## config.mk

```make
export PLATFORM = sky130hd
export DESIGN_NAME = vc_input_unit
export DESIGN_NICKNAME = d
export VERILOG_FILES = /design/src/rtl/vc_input_unit.sv
export SDC_FILE = /design/constraint.sdc
export NUM_CORES = 1
export LEC_CHECK = 0
export BUFFER_PORTS_ARGS = -buffer_cell sky130_fd_sc_hd__buf_2
export CAP_MARGIN = 0
export CORE_UTILIZATION = 47
export DETAILED_ROUTE_END_ITERATION = 12
export GPL_TIMING_DRIVEN = 1
export PLACE_DENSITY_LB_ADDON = 0.25
export SLEW_MARGIN = 20
export SYNTH_ARGS = -nofsm -noshare
export SYNTH_HDL_FRONTEND = slang
export SYNTH_SLANG_ARGS = --single-unit
export TNS_END_PERCENT = 5
```

## constraint.sdc

```tcl
create_clock -name clk -period 9.4 [get_ports clk]
set_input_delay 1.41 -clock clk [delete_from_list [all_inputs] [get_ports clk]]
set_output_delay 1.41 -clock clk [all_outputs]
set_load 0.01 [all_outputs]
```

## src/rtl/vc_input_unit.sv

```systemverilog
// vc_input_unit
// Multi-VC router input unit. Each virtual channel owns a circular flit FIFO with a
// route sideband per entry and an IDLE/VC/SWITCH packet FSM. Popped flits leave through
// a single registered output stage tagged with the downstream VC won in VC allocation.
// Per-VC on/off backpressure tells the upstream link when a VC is close to full.
module vc_input_unit #(
  parameter int VC_NUM      = 2,
  parameter int BUFFER_SIZE = 8,
  parameter int FLIT_W      = 32,
  parameter int PORT_W      = 3,
  parameter int OFF_TH      = 6,
  localparam int VC_W       = (VC_NUM > 1) ? $clog2(VC_NUM) : 1,
  localparam int PTR_W      = $clog2(BUFFER_SIZE),
  localparam int CNT_W      = $clog2(BUFFER_SIZE) + 1
) (
  input  logic                     clk,
  input  logic                     rst,
  input  logic                     wr_en_i,
  input  logic [VC_W-1:0]          wr_vc_i,
  input  logic [FLIT_W-1:0]        flit_i,
  input  logic [PORT_W-1:0]        route_i,
  output logic [VC_NUM-1:0]        vc_req_o,
  output logic [VC_NUM*PORT_W-1:0] out_port_o,
  input  logic [VC_NUM-1:0]        vc_gnt_i,
  input  logic [VC_NUM*VC_W-1:0]   vc_new_i,
  output logic [VC_NUM-1:0]        sw_req_o,
  input  logic [VC_NUM-1:0]        sw_gnt_i,
  output logic [FLIT_W-1:0]        flit_o,
  output logic [VC_W-1:0]          flit_vc_o,
  output logic                     flit_valid_o,
  output logic [VC_NUM-1:0]        empty_o,
  output logic [VC_NUM-1:0]        full_o,
  output logic [VC_NUM-1:0]        on_off_o,
  output logic                     err_o
);

  // Flit type encoding carried in the two most significant flit bits
  localparam logic [1:0] FT_HEAD     = 2'b00;
  localparam logic [1:0] FT_BODY     = 2'b01;
  localparam logic [1:0] FT_TAIL     = 2'b10;
  localparam logic [1:0] FT_HEADTAIL = 2'b11;

  typedef enum logic [1:0] {
    ST_IDLE   = 2'b00,
    ST_VC     = 2'b01,
    ST_SWITCH = 2'b10
  } vc_state_t;

  // Per-VC packet state and FIFO bookkeeping
  vc_state_t         state_q     [VC_NUM];
  vc_state_t         state_d     [VC_NUM];
  logic [PTR_W-1:0]  rd_ptr_q    [VC_NUM];
  logic [PTR_W-1:0]  wr_ptr_q    [VC_NUM];
  logic [CNT_W-1:0]  count_q     [VC_NUM];
  logic [VC_W-1:0]   dvc_q       [VC_NUM];
  logic [PORT_W-1:0] out_port_q  [VC_NUM];

  // Storage: flit payload plus the route that arrived with it
  logic [FLIT_W-1:0] flit_mem    [VC_NUM][BUFFER_SIZE];
  logic [PORT_W-1:0] route_mem   [VC_NUM][BUFFER_SIZE];

  // Combinational views of each FIFO head
  logic [FLIT_W-1:0] front_flit  [VC_NUM];
  logic [PORT_W-1:0] front_route [VC_NUM];

  // Per-cycle control decisions
  logic [VC_NUM-1:0] push;
  logic [VC_NUM-1:0] pop;
  logic [VC_NUM-1:0] sw_pop;
  logic [VC_NUM-1:0] discard_pop;
  logic [VC_NUM-1:0] latch_route;
  logic [VC_NUM-1:0] latch_dvc;
  logic              sw_gnt_legal;
  logic              err_set;

  // Selected flit heading for the output register
  logic              pop_valid;
  logic [FLIT_W-1:0] pop_flit;
  logic [VC_W-1:0]   pop_dvc;

  // FIFO status flags, allocator requests and head-of-queue views, all derived from registered state
  always_comb begin
    vc_req_o   = '0;
    sw_req_o   = '0;
    empty_o    = '0;
    full_o     = '0;
    on_off_o   = '0;
    out_port_o = '0;
    for (int v = 0; v < VC_NUM; v++) begin
      front_flit[v]  = flit_mem[v][rd_ptr_q[v]];
      front_route[v] = route_mem[v][rd_ptr_q[v]];
      empty_o[v]     = (count_q[v] == '0);
      full_o[v]      = (int'(count_q[v]) == BUFFER_SIZE);
      on_off_o[v]    = (int'(count_q[v]) < OFF_TH);
      vc_req_o[v]    = (state_q[v] == ST_VC);
      sw_req_o[v]    = (state_q[v] == ST_SWITCH) && (count_q[v] != '0);
      out_port_o[v*PORT_W +: PORT_W] = out_port_q[v];
    end
  end

  // Next-state logic for every VC FSM plus push/pop arbitration and error detection
  always_comb begin
    logic [1:0] ftype;
    ftype        = FT_HEAD;
    sw_gnt_legal = ((sw_gnt_i & (sw_gnt_i - VC_NUM'(1))) == '0);
    sw_pop       = '0;
    discard_pop  = '0;
    latch_route  = '0;
    latch_dvc    = '0;
    push         = '0;
    pop          = '0;
    pop_valid    = 1'b0;
    pop_flit     = '0;
    pop_dvc      = '0;
    err_set      = !sw_gnt_legal;
    for (int v = 0; v < VC_NUM; v++) begin
      state_d[v] = state_q[v];
      ftype      = front_flit[v][FLIT_W-1 -: 2];
      case (state_q[v])
        ST_IDLE: begin
          if (count_q[v] != '0) begin
            if (ftype == FT_HEAD || ftype == FT_HEADTAIL) begin
              state_d[v]     = ST_VC;
              latch_route[v] = 1'b1;
            end else begin
              discard_pop[v] = 1'b1;
              err_set        = 1'b1;
            end
          end
        end
        ST_VC: begin
          if (vc_gnt_i[v]) begin
            state_d[v]   = ST_SWITCH;
            latch_dvc[v] = 1'b1;
          end
        end
        ST_SWITCH: begin
          if (sw_gnt_legal && sw_gnt_i[v] && sw_req_o[v]) begin
            sw_pop[v] = 1'b1;
            if (ftype == FT_TAIL || ftype == FT_HEADTAIL) begin
              state_d[v] = ST_IDLE;
            end
          end
        end
        default: begin
          state_d[v] = ST_IDLE;
        end
      endcase
      if (sw_gnt_legal && sw_gnt_i[v] && !sw_req_o[v]) begin
        err_set = 1'b1;
      end
      pop[v] = sw_pop[v] | discard_pop[v];
      if (sw_pop[v]) begin
        pop_valid = 1'b1;
        pop_flit  = front_flit[v];
        pop_dvc   = dvc_q[v];
      end
      if (wr_en_i && (int'(wr_vc_i) == v)) begin
        if (!full_o[v] || pop[v]) begin
          push[v] = 1'b1;
        end else begin
          err_set = 1'b1;
        end
      end
    end
    if (wr_en_i && (int'(wr_vc_i) >= VC_NUM)) begin
      err_set = 1'b1;
    end
  end

  // FIFO pointers and occupancy; power-of-two depth lets the pointers wrap naturally
  always_ff @(posedge clk) begin
    if (rst) begin
      for (int v = 0; v < VC_NUM; v++) begin
        rd_ptr_q[v] <= '0;
        wr_ptr_q[v] <= '0;
        count_q[v]  <= '0;
      end
    end else begin
      for (int v = 0; v < VC_NUM; v++) begin
        if (push[v]) begin
          wr_ptr_q[v] <= wr_ptr_q[v] + PTR_W'(1);
        end
        if (pop[v]) begin
          rd_ptr_q[v] <= rd_ptr_q[v] + PTR_W'(1);
        end
        count_q[v] <= count_q[v] + CNT_W'(push[v]) - CNT_W'(pop[v]);
      end
    end
  end

  // Flit and route storage; contents are meaningless once the pointers are reset
  always_ff @(posedge clk) begin
    for (int v = 0; v < VC_NUM; v++) begin
      if (push[v]) begin
        flit_mem[v][wr_ptr_q[v]]  <= flit_i;
        route_mem[v][wr_ptr_q[v]] <= route_i;
      end
    end
  end

  // Packet FSM state register
  always_ff @(posedge clk) begin
    if (rst) begin
      for (int v = 0; v < VC_NUM; v++) begin
        state_q[v] <= ST_IDLE;
      end
    end else begin
      for (int v = 0; v < VC_NUM; v++) begin
        state_q[v] <= state_d[v];
      end
    end
  end

  // Per-packet context: output port from the head's sideband, downstream VC from the grant
  always_ff @(posedge clk) begin
    if (rst) begin
      for (int v = 0; v < VC_NUM; v++) begin
        out_port_q[v] <= '0;
        dvc_q[v]      <= '0;
      end
    end else begin
      for (int v = 0; v < VC_NUM; v++) begin
        if (latch_route[v]) begin
          out_port_q[v] <= front_route[v];
        end
        if (latch_dvc[v]) begin
          dvc_q[v] <= vc_new_i[v*VC_W +: VC_W];
        end
      end
    end
  end

  // Registered output stage; the flit holds its last value while valid is low
  always_ff @(posedge clk) begin
    if (rst) begin
      flit_o       <= '0;
      flit_vc_o    <= '0;
      flit_valid_o <= 1'b0;
    end else begin
      flit_valid_o <= pop_valid;
      if (pop_valid) begin
        flit_o    <= pop_flit;
        flit_vc_o <= pop_dvc;
      end
    end
  end

  // Sticky protocol error flag, only reset clears it
  always_ff @(posedge clk) begin
    if (rst) begin
      err_o <= 1'b0;
    end else if (err_set) begin
      err_o <= 1'b1;
    end
  end

endmodule

```

# Yosys cells after proc, flatten, opt, wreduce, memory -nomap -nowiden
# Memory sizes are Yosys's and may differ from the RTL's.
# Index checks and enable logic that the tools add are counted.
word_totals:
  memories: 8
  mem_bits_rw: 592
  inputBits: 45
  reg_bits: 35
  wordCells: 216
  out_inout_bits: 51
op_classes:
  n_reduce_logical: 34
  add_sub_neg: 9
  order_cmp: 8
  mux: 123
  n_eq_ne: 10
  bitwise_logic: 20
memory_table:
  columns: ["name", "depth", "word_bits", "rd", "rd_clocked_by_memory_dff", "write_ports", "line", "text"]
  rows:
  - ["flit_mem", 2, 256, 2, 0, 1, "59", "logic [FLIT_W-1:0] flit_mem [VC_NUM][BUFFER_SIZE];"]
  - ["route_mem", 2, 24, 2, 0, 1, "60", "logic [PORT_W-1:0] route_mem [VC_NUM][BUFFER_SIZE];"]
  - ["count_q", 2, 4, 2, 0, 2, "54", "logic [CNT_W-1:0] count_q [VC_NUM];"]
  - ["out_port_q", 2, 3, 2, 0, 2, "56", "logic [PORT_W-1:0] out_port_q [VC_NUM];"]
  - ["rd_ptr_q", 2, 3, 2, 0, 2, "52", "logic [PTR_W-1:0] rd_ptr_q [VC_NUM];"]
  - ["wr_ptr_q", 2, 3, 2, 0, 2, "53", "logic [PTR_W-1:0] wr_ptr_q [VC_NUM];"]
  - ["+2 memories", null, null, null, null, null, null, null]
op_table:
  columns: ["cell", "count"]
  rows:
  - ["256-bit 2-to-1 mux", 4]
  - ["32-bit 2-to-1 mux", 8]
  - ["256-bit OR reduction", 1]
  - ["32-bit binary-select mux with 3-bit select", 2]
  - ["32-bit demux with 3-bit select", 2]
  - ["24-bit 2-to-1 mux", 4]
  - ["1-bit 2-to-1 mux", 71]
  - ["3-bit 2-to-1 mux", 12]
  - ["2-bit 2-to-1 mux", 12]
  - ["24-bit OR reduction", 1]
  - ["3-bit binary-select mux with 3-bit select", 2]
  - ["3-bit demux with 3-bit select", 2]
  - ["4-bit greater-or-equal comparator (second input constant)", 4]
  - ["3-bit NOT with 4-bit output", 4]
  - ["1-bit OR", 14]
  - ["3-bit by 1-bit adder with 3-bit output (second input constant)", 4]
  - ["2-bit equality test (second input constant)", 6]
  - ["1-bit logical AND", 12]
  - ["2-bit one-hot mux with 3 select lines", 2]
  - ["2-bit logical NOT", 5]
  - ["4-bit by 1-bit adder with 4-bit output", 2]
  - ["4-bit equality test (second input constant)", 2]
  - ["4-bit logical NOT", 2]
  - ["4-bit by 1-bit < comparator with 1-bit output (second input constant)", 2]
  - ["other kinds (10)", 24]

# Longest topological paths before layout
# Gate-level depths: netlist of the first run.
depth:
  word_depth: 19
  ltp_mapped: 17
  depth_no_buf: 15

# Worst setup path before layout of the first run
# Ideal clock, no wire load.
synth_timing:
  path_type: "flip-flop to flip-flop"
  startpoint: "mem rd_ptr_q[0][0] (netlist name)"
  endpoint: "mem flit_mem[0][128] (netlist name) (enable)"
  slack_ps: 2528
  arrival_ps: 6345
  setup_time_ps: 527
  period_less_slack_ps: 6872
  path_buffers: 2
  required_time_ps: 8873
  stages_incl_launch_ff: 12
  cell_sequence: "edfxtp_1 clkbuf_1 buf_2 mux4_2 nand2_1 o21a_1 inv_1 ha_1 nor3_1 nand2_1 a311o_4 nor4b_1"
synth_lines:
  columns: ["item", "line"]
  rows:
  - ["start: declaration", "52"]
  - ["end: declaration", "59"]

==> flow_summary.ini, run 1 <==
[critical_path]
cp_slowest_cell = buf_4
cp.depth = 12
start_kind = register
critPathBufInv = 4
path_delay_family = buffers and inverters
end_kind = register
endpoint = flit_mem[0][176]
max_stage_delay_ns = 0.78
critPathMaxFanout = 40
reg2reg_slack_ns = 4.46
crit_path_frequent_cell = buf_4
r2r-start = rd_ptr_q[0][0]
cp.required_ns = 9.61
crit_start = rd_ptr_q[0][0]
worstPathArrival_ns = 5.15
cp_cell_sequence = buf_4, buf_4, mux4_2, nand2_1, o21a_1, inv_1, ha_1, nor3_1, nand2_1, a311o_4, nor4b_2, buf_4
worstSetupPathType = register to register
r2r_cells = 12
r2r-end = flit_mem[0][176]

[synth]
synth_compound_area_share_pct = 2.69
synth_edf_count = 580
synth_top_family_by_area = multiplexers
synth-adder-area-share_pct = 1.30
seq_area_frac_synth_pct = 76.0
synth_cell_types = 52
syn_nets = 1223
synthFlopType = edfxtp_1
synth_warnings = 0
postSynthCellCount = 1154
synthArstFlopShare_pct = 0
synthXorXnorAreaFrac_pct = 0.290
synthMuxAreaShare_pct = 16.0
ys_ff_latch = 627
yosys.area_share.simple_pct = 2.16
syn_area_um2 = 24200
avgSynthCellArea_um2 = 20.9

[clock_network]
clk_pin_slew_ns = 0.06
cts.path.max_buffers = 3
clock_latency_ns = 0.58
cts_hold_buf = 0
ctsResizeCount = 0
post-cts-setup-buffers = 0
cts_max_level = 3
numCtsBuffers = 66
cts_tree = built
root_buffer = clkbuf_16
numClockSinks = 627

[pwr]
switching_power_uw = 1960
ir_drop_mv = 0.161
p_sw_share_pct = 26.3
p_int_uw = 5500
combPwrFrac_pct = 22.6
power_density_nw_per_um2 = 270
p_total_uw = 7470
seqPwrFrac_pct = 43.7
leakagePower_uw = 0.00939
clkPwrFrac_pct = 33.7

[finish]
fill_cells = 3870
final_nets = 1358
drive_gt1_share_pct = 28.5
antennaDiodeCount = 0
area_delta_synth_final_pct = 14.5
final_common_cell = edfxtp_1
stdcell_count = 2011
final_cell_mix = 580 x edfxtp_1, 139 x mux4_2, 95 x buf_2

[timing]
rsz0062_at_grt = false
fmax_mhz = 203
final.setup_skew_ns = 0.0164
setup_viol = 0
finalSetupTns_ns = 0
hold_viol = 0
worst_pin_slew_ns = 1.08
drv_slew = 0
maxSlewHeadroom_pct = 28.0
min_period_over_period_pct = 52.5
post-route-min-period_ns = 4.94

[min_path]
hold_path_class = register to register

[floorplanning]
dieWidth_um = 229
std_cell_rows = 82
die_y_um = 229
start_util_pct = 47.9
fp.coreArea_um2 = 50500
ios = 96
dieArea_um2 = 52300

[grt]
grt.total_usage_pct = 18.9
grt_max_degree = 69
grt_remaining_overflow = 0
antenna_found_initial = 0
grt_pass1_wl_um = 73500
grt_pass1_vias = 12000

[detailed_routing]
remaining_drc_errors = 0
wl_per_cell_um = 24.0
vias_per_cell = 5.62
vias = 11300
firstDrtPassIters = 4
ant_nets = 0
first_iter_violations = 729
drt_wl_total_um = 48200

[job]
max_cap_viol_count = 0

[place]
gp_congestion = 0.753
placed_cells = 1893
place_hpwl_um = 26800
port_buffers = 95

[outcome]
status = complete, no violations
==> stage by stage <==
stage | setup WS [ns] | hold slack, ns | cell area [um2] | utilization (%)
3_3_place_gp | 4.45 | 0.430 | 25600 | 50.6
5_1_grt | 4.07 | 0.461 | 27700 | 54.8
4_1_cts | 4.38 | 0.446 | 27700 | 54.8
3_5_place_dp | 4.40 | 0.434 | 25600 | 50.6
6_report | 4.46 | 0.443 | 27700 | 54.8
2_1_floorplan | 2.53 | 0.466 | 24200 | -
==> cell usage after synthesis, drive strengths merged, types with 2 or more instances <==
cell type	number	area, um2
a211oi	4	30.0
a21o	32	240
a21oi	14	70.1
a41o	2	20.0
and2	3	18.8
and3	2	12.5
buf	31	166
clkbuf	31	116
dfxtp	47	941
edfxtp	580	17400
fa	2	40.0
ha	22	275
inv	29	109
mux2	3	33.8
mux2i	69	691
mux4	139	3130
nand2	21	78.8
nand2b	6	37.5
nand3	6	30.0
nand4	3	18.8
nor2	26	97.6
nor2b	4	25.0
nor3	11	60.1
nor4	6	50.0
nor4b	4	35.0
o21ai	2	10.0
o21bai	2	15.0
o22ai	30	188
or3b	2	17.5
xnor2	6	52.6
xor2	2	17.5
==> routing by layer <==
| layer | vias to the layer above | global-route usage, % | share of wire, % |
|---|---|---|---|
| met5 | - | 0 | 0 |
| met4 | 0 | 5.70 | 1.9 |
| met3 | 75 | 3.16 | 5.0 |
| met2 | 276 | 31.2 | 50 |
| met1 | 5936 | 26.0 | 43 |
| li1 | 5013 | - | - |
==> power groups by stage <==
stage / logic, uW / registers [uW] / clock network [uW]
floorplan: 1300 / 3310 / 0
global placement: 1710 / 3320 / 0
detailed placement: 1730 / 3320 / 0
CTS: 1730 / 3260 / 2580
global route: 1850 / 3270 / 2680
finish: 1690 / 3260 / 2520
==> registers in the layout, summed over array words and instances, names as in the netlist <==
register / cells
count_q: 8
route_mem: 48
wr_ptr_q: 6
flit_mem: 512
flit_valid_o: 1
dvc_q: 2
flit_vc_o: 1
err_o: 1
out_port_q: 6
state_q: 4
rd_ptr_q: 6
flit_o: 32
==> worst min path at each step <==
| stage | slack [ns] | cells after the start | endpoint | from |
|---|---|---|---|---|
| after floorplan | 0.47 | 1 | state_q[0][0] | state_q[0][1] |
| after global placement | 0.43 | 1 | flit_o[1] | flit_o[1] |
| after detailed placement | 0.43 | 1 | flit_o[22] | flit_o[22] |
| after CTS | 0.45 | 1 | flit_o[22] | flit_o[22] |
| after global routing | 0.46 | 1 | flit_o[26] | flit_o[26] |
| final | 0.44 | 1 | flit_o[22] | flit_o[22] |
==> cell families after synthesis <==
logic type	count (synthesis)
buffers and inverters	91
AO/OA/AOI/OAI	94
multiplexers	211
AND/OR/NAND/NOR	99
flip-flops	627
XOR/XNOR	8
adder cells (fa/ha/maj)	24
==> cell type report <==
cell class	instances	area (um2)	area share, %
Inverter	29	109	0.393
Clock buffer	91	1880	6.80
Timing Repair Buffer	129	731	2.64
Sequential cell	627	18400	66.4
Tap cell	672	841	3.04
Clock inverter	27	226	0.819
Multi-Input combinational cell	436	5520	20.0
No activity file was read; power rests on OpenSTA's default activity.
==> run 2, diff against run 1 <==
ABC_AREA = 1   (was default)
clock period = 4.48 ns   (was 9.4 ns; I/O delays follow)
==> run 2 against run 1 <==
Against the previous run: first-iteration DRC count up 100%; non-clock buffer count grew 9; global-route usage up 3.8 points; critical path depth up 2; utilization down 1.1 points; sequential power increased by 110%; die area rose by 8.2%; flip-flop and latch count stayed put; critical endpoint is now flit_mem[0][14]; largest cell class unchanged.
==> flow_summary.ini, run 2 <==
[outcome]
status = complete, no violations

[job]
max_cap_viol_count = 0

[timing]
fmax_mhz = 264
worst_pin_slew_ns = 1.11
post-route-min-period_ns = 3.78
drv_slew = 0
finalSetupTns_ns = 0
maxSlewHeadroom_pct = 26.3
final.setup_skew_ns = 0.0196
hold_viol = 0
min_period_over_period_pct = 84.5
rsz0062_at_grt = false
setup_viol = 0

[critical_path]
worstSetupPathType = register to register
cp.required_ns = 4.77
endpoint = flit_mem[0][14]
r2r-start = rd_ptr_q[0][0]
reg2reg_slack_ns = 0.70
r2r-end = flit_mem[0][14]
r2r_cells = 14
critPathMaxFanout = 34
worstPathArrival_ns = 4.08
crit_start = rd_ptr_q[0][0]
end_kind = register
start_kind = register

[synth]
synthFlopType = edfxtp_1
ys_top_cells_by_count = 580 x edfxtp_1, 505 x nand2_1, 264 x nand3_1
syn_area_um2 = 26200
synth_top_area_share_pct = 66.6
yosys-top-cells-area = edfxtp_1 67%, nand2_1 7.2%, nand3_1 5.1%
ys_ff_latch = 627
synthArstFlopShare_pct = 0
synth_cell_types = 36
avgSynthCellArea_um2 = 11.4
yosysMostFrequentCell = edfxtp_1
synth_area_leader_cell = edfxtp_1
seq_area_frac_synth_pct = 70.2
postSynthCellCount = 2303
synth_warnings = 0
syn_nets = 2372
synth_edf_count = 580

[finish]
final_common_cell = edfxtp_1
final_nets = 2457
largest_reg_flops = 512
fill_cells = 4632
antennaDiodeCount = 0
area_delta_synth_final_pct = 13.0
drive_gt1_share_pct = 13.1
final_cell_mix = 580 x edfxtp_1, 505 x nand2_1, 264 x nand3_1
final_cell_area_um2 = 29500

[detailed_routing]
ant_nets = 0
vias_per_cell = 5.27
firstDrtPassIters = 7
dr_wl_met3_um = 4250
top_layer_used = met5
wl_met2_um = 29900
drt_wl_total_um = 62700
vias = 16800
first_iter_violations = 1485
wl_per_cell_um = 19.7
wl_met1_um = 26900
remaining_drc_errors = 0

[floorplanning]
die_y_um = 238
ios = 96
dieArea_um2 = 56600
start_util_pct = 47.6
std_cell_rows = 86
fp.coreArea_um2 = 55000
dieWidth_um = 238

[grt]
grt.total_usage_pct = 22.7
grt_remaining_overflow = 0
antenna_found_initial = 1
grt_pass1_vias = 16600
grt_max_degree = 103
grt_pass1_wl_um = 96900

[min_path]
hold_path_class = input pin to register

[clock_network]
numClockSinks = 627
ctsResizeCount = 0
cts_tree = built
post-cts-setup-buffers = 0
cts.path.max_buffers = 3
cts_max_level = 3
cts_hold_buf = 0
clock_latency_ns = 0.60
root_buffer = clkbuf_16
numCtsBuffers = 67
clk_pin_slew_ns = 0.06

[place]
gp_congestion = 0.881
place_hpwl_um = 38100
place_area_um2 = 27400
port_buffers = 95

[pwr]
ir_drop_mv = 0.460
leakagePower_uw = 0.0114
power_density_nw_per_um2 = 569
==> run 2: cell count changes in the layout (fill, tap and decap cells not counted), sizes merged, moves of 32 or more <==
cell    previous run  this run
or2                1        58
mux2i             69         0
o21ai              2        63
o211ai             1        92
nor2              26       249
nand3              6       267
nand2             21       509
a21o              32         0
mux4             139         0
inv               31       246
==> run 2: cell families after synthesis <==
kind of cell / share of synthesized area, %
AOI/OAI and AO/OA: 4.59
xor gates and xnor gates: 0.201
adders and majority gates: 1.21
buffers and inverters: 5.97
DFF: 70.2
and+or+nand+nor: 17.8
==> run 2: how the worst min path moves through the flow <==
| stage | start | slack [ns] | depth (start not counted) | to |
|---|---|---|---|---|
| after floorplan | dvc_q[0][0] | 0.51 | 4 | flit_vc_o |
| after global placement | flit_vc_o | 0.47 | 2 | flit_vc_o |
| after detailed placement | flit_vc_o | 0.48 | 2 | flit_vc_o |
| after CTS | vc_gnt_i[0] | 0.32 | 4 | state_q[0][0] |
| after global routing | vc_gnt_i[1] | 0.37 | 4 | state_q[0][2] |
| final | vc_gnt_i[0] | 0.36 | 4 | state_q[0][0] |
==> run 2: cell type report <==
cell class              instances  area (um2)  area share (%)
clock buffers                  91        1870            6.33
clock inverters                30         260           0.881
inverters                     245         920            3.11
multi-input cells            1309        6340            21.5
flip-flops and latches        627       18400            62.1
well taps                     748         936            3.17
repair buffers                138         861            2.91
==> run 2: per-stage QoR <==
stage | instances | util [%] | hold slack, ns | total power (uW) | worst slack (ns)
4_1_cts | 3188 | 53.7 | 0.323 | 16900 | 0.711
5_1_grt | 3188 | 53.7 | 0.367 | 17700 | 0.418
3_3_place_gp | 3067 | 49.9 | 0.468 | 11500 | 0.864
6_report | 3188 | 53.7 | 0.358 | 16800 | 0.696
2_1_floorplan | 2303 | - | 0.514 | 10400 | 0.454
3_5_place_dp | 3067 | 49.9 | 0.479 | 11600 | 0.757
==> run 2: worst max-delay path, stage by stage, from the launching register on <==
cell and delay, ns:
edfxtp_1 0.59, inv_2 0.50, nand2_1 0.11, nand3_1 0.09
nand3_1 0.10, and2_1 0.21, ha_1 0.29, inv_1 0.08
nand3_1 0.15, nand3_2 0.13, nand2_1 0.09, inv_1 0.12
nand2_1 0.26, nor2_4 0.46, buf_4 0.28
==> run 2: routing by layer <==
metal	global-route usage (%)	vias to the layer above
met3	3.78	104
met5	0	-
li1	-	7979
met4	7.80	2
met2	37.1	558
met1	30.9	8165
==> run 2: where the power goes <==
part / switching [uW] / internal [uW] / total, uW
clock: 2200 / 3160 / 5360
sequential: 158 / 6740 / 6900
combinational: 3160 / 1410 / 4560
